<file path="config.mk">
export PLATFORM = sky130hd
export DESIGN_NAME = btn_conditioner_flat
export DESIGN_NICKNAME = d
export VERILOG_FILES = /design/src/rtl/btn_conditioner_pkg.sv /design/src/rtl/btn_conditioner_if.sv /design/src/rtl/btn_conditioner_channel.sv /design/src/rtl/btn_conditioner.sv /design/src/flat_wrapper.sv
export SDC_FILE = /design/constraint.sdc
export NUM_CORES = 1
export LEC_CHECK = 0
export CAP_MARGIN = 20
export CELL_PAD_IN_SITES_DETAIL_PLACEMENT = 1
export CELL_PAD_IN_SITES_GLOBAL_PLACEMENT = 1
export CORE_ASPECT_RATIO = 1.25
export CORE_MARGIN = 2
export CORE_UTILIZATION = 49
export CTS_CLUSTER_DIAMETER = 60
export DETAILED_ROUTE_END_ITERATION = 16
export DONT_BUFFER_PORTS = 1
export GPL_TIMING_DRIVEN = 1
export PLACE_DENSITY = 0.87
export SYNTH_ARGS = -nofsm -noshare
export SYNTH_HDL_FRONTEND = slang
export SYNTH_SLANG_ARGS = --single-unit
</file>
<file path="constraint.sdc">
create_clock -name clk -period 2.68 [get_ports clk]
set_input_delay 0.536 -clock clk [delete_from_list [all_inputs] [get_ports clk]]
set_output_delay 0.536 -clock clk [all_outputs]
set_load 0.01 [all_outputs]
</file>
<file path="src/rtl/btn_conditioner_pkg.sv">
// ---------------------------------------------------------------------------
// btn_pkg
// Shared definitions for the pushbutton conditioner: key count, default
// cycle constants for a 50 MHz clock, the per-channel FSM state type and a
// helper that sizes the saturating counters.
// No ports (package).
// ---------------------------------------------------------------------------
package btn_pkg;

    localparam int NUM_KEYS = 4;

    // Defaults at 50 MHz: 20 ms debounce, 600 ms hold, 150 ms repeat period
    localparam int DEBOUNCE_CYC_DEF = 1_000_000;
    localparam int HOLD_CYC_DEF     = 30_000_000;
    localparam int REPEAT_CYC_DEF   = 7_500_000;

    // Key 3 is the mode key and must not scroll when held
    localparam logic [NUM_KEYS-1:0] REPEAT_MASK_DEF = 4'b0111;

    typedef enum logic [1:0] {
        ST_IDLE,
        ST_PRESSED,
        ST_HELD
    } chan_state_t;

    // Counter width for a terminal count of n; $clog2(1) would be 0 bits
    function automatic int cnt_width(input int n);
        return (n > 1) ? $clog2(n) : 1;
    endfunction

endpackage

</file>
<file path="src/rtl/btn_conditioner_if.sv">
// ---------------------------------------------------------------------------
// btn_conditioner_if
// Bundles the raw key inputs and the conditioned key events.
//   btn_raw     : raw, asynchronous board keys (bit i = key i)
//   btn_level   : debounced key state, 1 = pressed
//   btn_press   : one-cycle pulse per accepted press and per auto-repeat
//   btn_release : one-cycle pulse per accepted release
//   btn_long    : one-cycle pulse when a press reaches the hold threshold
// Modports:
//   master : the side that owns the keys and consumes the events
//   slave  : the conditioner itself
// ---------------------------------------------------------------------------
interface btn_conditioner_if;
    import btn_pkg::*;

    logic [NUM_KEYS-1:0] btn_raw;
    logic [NUM_KEYS-1:0] btn_level;
    logic [NUM_KEYS-1:0] btn_press;
    logic [NUM_KEYS-1:0] btn_release;
    logic [NUM_KEYS-1:0] btn_long;

    modport master (
        output btn_raw,
        input  btn_level,
        input  btn_press,
        input  btn_release,
        input  btn_long
    );

    modport slave (
        input  btn_raw,
        output btn_level,
        output btn_press,
        output btn_release,
        output btn_long
    );

endinterface

</file>
<file path="src/rtl/btn_conditioner_channel.sv">
// ---------------------------------------------------------------------------
// btn_channel
// One key: two-flop synchronizer, debounce counter and press/hold/repeat FSM.
// Ports:
//   clk, reset    : system clock, synchronous active-high reset
//   key_in        : raw key, already normalized so that 1 = pressed
//   level         : debounced key state (registered)
//   press_pulse   : press and auto-repeat pulses
//   release_pulse : release pulse
//   long_pulse    : long-press pulse, once per press
// ---------------------------------------------------------------------------
module btn_channel
    import btn_pkg::*;
#(
    parameter int DEBOUNCE_CYC = DEBOUNCE_CYC_DEF,
    parameter int HOLD_CYC     = HOLD_CYC_DEF,
    parameter int REPEAT_CYC   = REPEAT_CYC_DEF,
    parameter bit REPEAT_EN    = 1'b1
) (
    input  logic clk,
    input  logic reset,
    input  logic key_in,
    output logic level,
    output logic press_pulse,
    output logic release_pulse,
    output logic long_pulse
);

    localparam int DB_W   = cnt_width(DEBOUNCE_CYC);
    localparam int HOLD_W = cnt_width(HOLD_CYC);
    localparam int REP_W  = cnt_width(REPEAT_CYC);

    localparam logic [DB_W-1:0]   DB_LAST   = DB_W'(DEBOUNCE_CYC - 1);
    localparam logic [HOLD_W-1:0] HOLD_LAST = HOLD_W'(HOLD_CYC - 1);
    localparam logic [REP_W-1:0]  REP_LAST  = REP_W'(REPEAT_CYC - 1);

    logic              sync_1;
    logic              sync_2;
    logic              db_level;
    logic [DB_W-1:0]   db_cnt;
    logic [HOLD_W-1:0] hold_cnt;
    logic [REP_W-1:0]  rep_cnt;
    chan_state_t       state;

    // db_level is the accepted key state; level is its registered copy, so a
    // mismatch between the two marks the cycle right after an accepted edge.
    // That puts level and the press/release pulse on the same cycle.
    // Release is checked first so it cancels any hold/repeat event due in
    // that same cycle. All counters saturate instead of wrapping.
    always_ff @(posedge clk) begin
        if (reset) begin
            sync_1        <= 1'b0;
            sync_2        <= 1'b0;
            db_level      <= 1'b0;
            db_cnt        <= '0;
            hold_cnt      <= '0;
            rep_cnt       <= '0;
            level         <= 1'b0;
            press_pulse   <= 1'b0;
            release_pulse <= 1'b0;
            long_pulse    <= 1'b0;
            state         <= ST_IDLE;
        end else begin
            sync_1        <= key_in;
            sync_2        <= sync_1;
            level         <= db_level;
            press_pulse   <= 1'b0;
            release_pulse <= 1'b0;
            long_pulse    <= 1'b0;

            if (sync_2 == db_level) begin
                db_cnt <= '0;
            end else if (db_cnt == DB_LAST) begin
                db_level <= ~db_level;
                db_cnt   <= '0;
            end else if (db_cnt != '1) begin
                db_cnt <= db_cnt + DB_W'(1);
            end

            if (!db_level && level) begin
                state         <= ST_IDLE;
                release_pulse <= 1'b1;
                hold_cnt      <= '0;
                rep_cnt       <= '0;
            end else begin
                case (state)
                    ST_IDLE: begin
                        if (db_level && !level) begin
                            state       <= ST_PRESSED;
                            press_pulse <= 1'b1;
                            hold_cnt    <= '0;
                        end
                    end
                    ST_PRESSED: begin
                        if (hold_cnt == HOLD_LAST) begin
                            state       <= ST_HELD;
                            long_pulse  <= 1'b1;
                            press_pulse <= REPEAT_EN;
                            rep_cnt     <= '0;
                        end else if (hold_cnt != '1) begin
                            hold_cnt <= hold_cnt + HOLD_W'(1);
                        end
                    end
                    ST_HELD: begin
                        if (rep_cnt == REP_LAST) begin
                            press_pulse <= REPEAT_EN;
                            rep_cnt     <= '0;
                        end else if (rep_cnt != '1) begin
                            rep_cnt <= rep_cnt + REP_W'(1);
                        end
                    end
                    default: state <= ST_IDLE;
                endcase
            end
        end
    end

endmodule

</file>
<file path="src/rtl/btn_conditioner.sv">
// ---------------------------------------------------------------------------
// btn_conditioner
// Conditions the four board pushbuttons: synchronize, debounce, and produce
// press/release/long-press/auto-repeat pulses for the clock top level.
// Ports:
//   clk   : 50 MHz system clock
//   reset : synchronous active-high reset
//   bus   : btn_conditioner_if.slave (raw keys in, conditioned events out)
// ---------------------------------------------------------------------------
module btn_conditioner
    import btn_pkg::*;
#(
    parameter int                  DEBOUNCE_CYC = DEBOUNCE_CYC_DEF,
    parameter int                  HOLD_CYC     = HOLD_CYC_DEF,
    parameter int                  REPEAT_CYC   = REPEAT_CYC_DEF,
    parameter logic [NUM_KEYS-1:0] REPEAT_MASK  = REPEAT_MASK_DEF,
    parameter bit                  ACTIVE_LOW   = 1'b1
) (
    input logic              clk,
    input logic              reset,
    btn_conditioner_if.slave bus
);

    logic [NUM_KEYS-1:0] key_norm;
    logic [NUM_KEYS-1:0] level;
    logic [NUM_KEYS-1:0] press;
    logic [NUM_KEYS-1:0] rel;
    logic [NUM_KEYS-1:0] long_ev;

    // A static inverter ahead of the synchronizer is equivalent to inverting
    // after it, and lets every channel treat 0 as the released reset value.
    assign key_norm = ACTIVE_LOW ? ~bus.btn_raw : bus.btn_raw;

    for (genvar i = 0; i < NUM_KEYS; i++) begin : g_chan
        btn_channel #(
            .DEBOUNCE_CYC (DEBOUNCE_CYC),
            .HOLD_CYC     (HOLD_CYC),
            .REPEAT_CYC   (REPEAT_CYC),
            .REPEAT_EN    (REPEAT_MASK[i])
        ) u_chan (
            .clk           (clk),
            .reset         (reset),
            .key_in        (key_norm[i]),
            .level         (level[i]),
            .press_pulse   (press[i]),
            .release_pulse (rel[i]),
            .long_pulse    (long_ev[i])
        );
    end

    assign bus.btn_level   = level;
    assign bus.btn_press   = press;
    assign bus.btn_release = rel;
    assign bus.btn_long    = long_ev;

endmodule

</file>
<file path="src/flat_wrapper.sv">
// flat-port wrapper written by rule: the top's interface ports become plain ports
module btn_conditioner_flat import btn_pkg::*;
#(
    parameter int                  DEBOUNCE_CYC = DEBOUNCE_CYC_DEF,
    parameter int                  HOLD_CYC     = HOLD_CYC_DEF,
    parameter int                  REPEAT_CYC   = REPEAT_CYC_DEF,
    parameter logic [NUM_KEYS-1:0] REPEAT_MASK  = REPEAT_MASK_DEF,
    parameter bit                  ACTIVE_LOW   = 1'b1
)
  (clk, reset, bus_btn_raw, bus_btn_level, bus_btn_press, bus_btn_release, bus_btn_long);
  btn_conditioner_if bus_i ();
  input logic clk;
  input logic reset;
  input wire logic [$bits(bus_i.btn_raw)-1:0] bus_btn_raw;
  output wire logic [$bits(bus_i.btn_level)-1:0] bus_btn_level;
  output wire logic [$bits(bus_i.btn_press)-1:0] bus_btn_press;
  output wire logic [$bits(bus_i.btn_release)-1:0] bus_btn_release;
  output wire logic [$bits(bus_i.btn_long)-1:0] bus_btn_long;
  assign bus_i.btn_raw = bus_btn_raw;
  assign bus_btn_level = bus_i.btn_level;
  assign bus_btn_press = bus_i.btn_press;
  assign bus_btn_release = bus_i.btn_release;
  assign bus_btn_long = bus_i.btn_long;
  btn_conditioner #(.DEBOUNCE_CYC(DEBOUNCE_CYC), .HOLD_CYC(HOLD_CYC), .REPEAT_CYC(REPEAT_CYC), .REPEAT_MASK(REPEAT_MASK), .ACTIVE_LOW(ACTIVE_LOW)) u_core (.clk(clk), .reset(reset), .bus(bus_i));
endmodule
</file>
==> summary.md <==
| Metric | Value |
|---|---|
| Drt total wl | 42.6 mm |
| CP delay by family, top | simple AND/OR/NAND/NOR gates |
| Async SR Flop Fraction | 0% |
| Pwr Density | between 500 and 600 mW/mm^2 |
| Crit-path cells | ha_1 > nand2_1 > or4_4 > or3_1 > nand3_1 > xor2_1 > nor2_1 |
| Main synth FF type | dfxtp_1 |
| Hold Crit Depth | 1 |
| Largest net degree at the start of global routing | 33 |
| Clock Skew | ~0.017 ns |
| H-Tree Depth | 1 |
| Worst hold path class | input port to flip-flop |
| Number of synthesized flops with an enable pin | 0 |
| Clk_lat worst skew | roughly 0.58 ns |
| Max-slew violation count | 0 |
| Final Cycle Share | between 90% and 100% |
| Vias | roughly 14000 |
| Clock root buffer | clkbuf_16 |
| Worst R2R Setup Slack | between 0.08 and 0.09 ns |
| CP required | about 3.1 ns |
| Final hold violation count | 0 |
| Post-synthesis cell count | roughly 1800 |
| Synthesized area | ~0.015 sq mm |
| Syn avg cell area | roughly 8 sq um |
| XOR/XNOR share of the synthesized area | between 3 and 4% |
| Power, Total | 0.00860 W |
| Setup Fix Bufs, Post-CTS | 0 |
| Seq/Total Area, Yosys | ~40% |
| CTS sink cnt | about 290 |
| Post-synthesis simple-gate area fraction | 32.3% |
| RSZ-0062 raised after global routing | false |
| Leakage | slightly above 5 nW |
| WL per Instance | ~19 um |
| CP Data Arrival Time | about 3 ns |
| Register clock-pin slew on the reported worst setup and hold paths | roughly 0.070 ns |
| CP Class | flip-flop to flip-flop |
| Crit path time final | about 2.6 ns |
| Tightest Pin Transition | around 0.82 ns |
| Status | finished clean |
| Synth warnings | 0 |
| Grt ovf | 0 |
| Max-Cap Viols | 0 |
| Ant diodes | 0 |
| Antenna Nets Post-Route | 0 |
| Syn Nets | 1846 |
| Peak VDD IR | between 0.4 and 0.5 mV |
| Initial core utilization | 50.0% |
| Max Root-Sink Buffers | 3 |
| Worst path slowest cell | or4_4 |
| Adder-Cell Fraction of Synth Area | less than 1% |
| Hpwl dp | about 29 mm |
| Initial antenna violation count | 1 |
| Compound-Gate Fraction of Synth Area | a little under a fifth |
| Final RePlAce weighted congestion | slightly below 0.9 |
| Mux cell area share after synthesis | a little over 1% |
| Yosys cell types | between 90 and 100 |
| Reg-to-reg endpoint | u_core.g_chan[3].u_chan.db_cnt[4] |
| Cells after DPL | roughly 2200 |
| Vias in the first global route | ~15000 |
| Finished layout cell area | 0.0161 sq mm |
| Number of synthesized register bits | ~290 |
| Worst Hold End | u_core.g_chan[2].u_chan.sync_1 |
| Core area | around 0.029 sq mm |
| Placement Cell Area | approximately 0.015 sq mm |
| DRT iter0 DRCs | roughly 780 |
| DIE AREA | ~0.031 sq mm |
| Hold Crit Start | reset |
| Vias per Instance | 6.29 |
| Nets | 1838 |
| Setup TNS | 0 ns |
| Sequential share of power | 49.4% |
| Area growth, synth to finish | 9.84% |
| Die Span Y | ~200 um |
| Power share of the combinational group | roughly 1.2% |
| FP Rows | 70 |
| Port-buffer cells | 0 |
| Drt drc | 0 |
| Final setup vio count | 0 |
| Utilization after layout | a little over half |
| Peak Freq | between 0.3 and 0.4 GHz |
| CTS tree | done |
| Num ports | 22 |
| DR pass1 iterations | 7 |
| FF-to-FF Start | u_core.g_chan[3].u_chan.db_cnt[0] |
| Slowest Stage Delay on Critical Path | 0.59 ns |
| Die X | roughly 160 um |
| Total CTS buffers | 31 |
| Share of cells above drive strength 1 | about a tenth |
| Switching pwr | 0.00188 W |
| Main combinational cell family by area after synthesis | simple AND/OR/NAND/NOR gates |
| Critical Path End Type | flip-flop |
| GRT Overall Usage | a little over a quarter |
| Startpoint types | flip-flop |
| WP buf/inv | 0 |
| R2R depth | 7 |
| Clock group share of total power | between 40 and 50% |
| First-pass GRT wire length | 73.0 mm |
| Fin cells | around 2200 |
| Crit path max fanout | 13 |
| Switching share of power | roughly 22% |
| Cell Int Power | ~0.0067 W |
| Slew Limit Headroom | about 45% |
==> worst max-delay path by stage <==
stage | startpoint | to | slack (ns) | depth (start not counted)
2_1_floorplan | u_core.g_chan[0].u_chan.rep_cnt[0] | u_core.g_chan[0].u_chan.rep_cnt[10] | 0.47 | 11
3_3_place_gp | u_core.g_chan[2].u_chan.hold_cnt[0] | u_core.g_chan[2].u_chan.rep_cnt[21] | 0.29 | 7
3_5_place_dp | u_core.g_chan[2].u_chan.hold_cnt[0] | u_core.g_chan[2].u_chan.rep_cnt[13] | 0.07 | 7
4_1_cts | u_core.g_chan[2].u_chan.hold_cnt[0] | u_core.g_chan[2].u_chan.rep_cnt[13] | 0.007 | 7
5_1_grt | u_core.g_chan[2].u_chan.rep_cnt[1] | u_core.g_chan[2].u_chan.rep_cnt[13] | 0.003 | 8
6_report | u_core.g_chan[3].u_chan.db_cnt[0] | u_core.g_chan[3].u_chan.db_cnt[4] | 0.08 | 7
==> power groups by stage <==
| stage | Clock, W | Combinational (W) | Sequential, W |
|---|---|---|---|
| after global placement | 0 | 0.000101 | 0.00434 |
| after CTS | 0.00431 | 0.000106 | 0.00425 |
| after global routing | 0.00450 | 0.000116 | 0.00425 |
| after floorplan | 0 | 0.0000776 | 0.00434 |
| final | 0.00424 | 0.000106 | 0.00425 |
| after detailed placement | 0 | 0.000104 | 0.00434 |
==> cells by family after synthesis <==
group,Yosys count
xor+xnor,61
buf+inv,133
flops,285
compound gates,441
simple gates,883
mux,15
fa+ha+maj,11
==> synthesized netlist by cell type (all sizes together) (5+ instances only) <==
cell	count	share of area, %
nand4	66	2.9
o21a	7	0.36
o32ai	6	0.36
a211oi	8	0.44
o21ai	122	4.4
or4	12	0.64
or4b	5	0.37
and2	19	0.81
nand2	168	4.3
a32o	6	0.41
nor2b	26	1.1
o211ai	26	1.3
clkbuf	50	1.3
o31ai	24	1.2
or2	11	0.47
a41oi	6	0.36
or3	33	1.4
nor3b	9	0.49
a21oi	129	4.4
ha	11	0.94
inv	32	0.82
xor2	29	1.7
nand4b	6	0.36
nor4	36	2.0
o41ai	6	0.36
nand2b	16	0.68
and4	23	1.4
a311oi	5	0.30
buf	51	2.3
and3	51	2.2
xnor2	32	1.9
mux2i	15	1.0
nand3	126	4.4
dfxtp	285	39
a31oi	52	2.2
nor2	190	4.9
nor4b	13	0.82
a21o	6	0.31
a31o	6	0.36
nor3	56	2.0
==> per-stage QoR <==
step	setup slack (ns)	hold slack [ns]
final	0.0834	0.0187
after global routing	0.00288	0.00732
after CTS	0.00694	0.00549
after detailed placement	0.0661	0.441
after global placement	0.286	0.429
after floorplan	0.466	0.414
==> registers in the layout, summed over array words and instances (netlist names) <==
signal and cells:
u_core.g_chan.u_chan.hold_cnt 100, u_core.g_chan.u_chan.db_cnt 80, u_core.g_chan.u_chan.rep_cnt 69, u_core.g_chan.u_chan.state 8
u_core.g_chan.u_chan.db_level 4, u_core.g_chan.u_chan.level 4, u_core.g_chan.u_chan.long_pulse 4, u_core.g_chan.u_chan.press_pulse 4
u_core.g_chan.u_chan.release_pulse 4, u_core.g_chan.u_chan.sync_1 4, u_core.g_chan.u_chan.sync_2 4
==> cell usage in the layout, fill, tap and decap left out, types with 27 or more instances in the layout <==
cell,Yosys,layout
xnor2_1,32,32
nor2_1,189,189
nor4_1,28,27
inv_1,32,32
o21ai_0,113,113
or3_1,33,33
xor2_1,29,29
dfxtp_1,285,285
nand3_1,124,124
nand4_1,65,65
a31oi_1,52,52
buf_4,21,60
and3_1,47,47
nand2_1,167,167
a21oi_1,128,127
clkbuf_16,0,31
nor3_1,53,52
==> layer usage <==
metal  track usage [%]  part of all wire (%)  vias up
met1              30.3                    41     6985
met5                 0                 0.030        -
met2              52.8                    53      258
li1                  -                     -     6740
met4              9.04                   2.6        2
met3              3.55                   3.2      101
==> area by class of cell <==
type                    instances  area, sq um
flip-flops and latches        285         5710
multi-input cells            1411         8330
clock inverters                12         98.8
clock buffers                  45          908
repair buffers                 60          450
well taps                     396          495
fillers                      3583        13200
inverters                      32          120
==> what timing repair did <==
action	in CTS	in global routing
hold buffers	0	0
endpoints found under the hold margin	0	0
resized for setup	0	3
setup endpoints to repair	0	8
No activity file was read; power rests on OpenSTA's default activity.
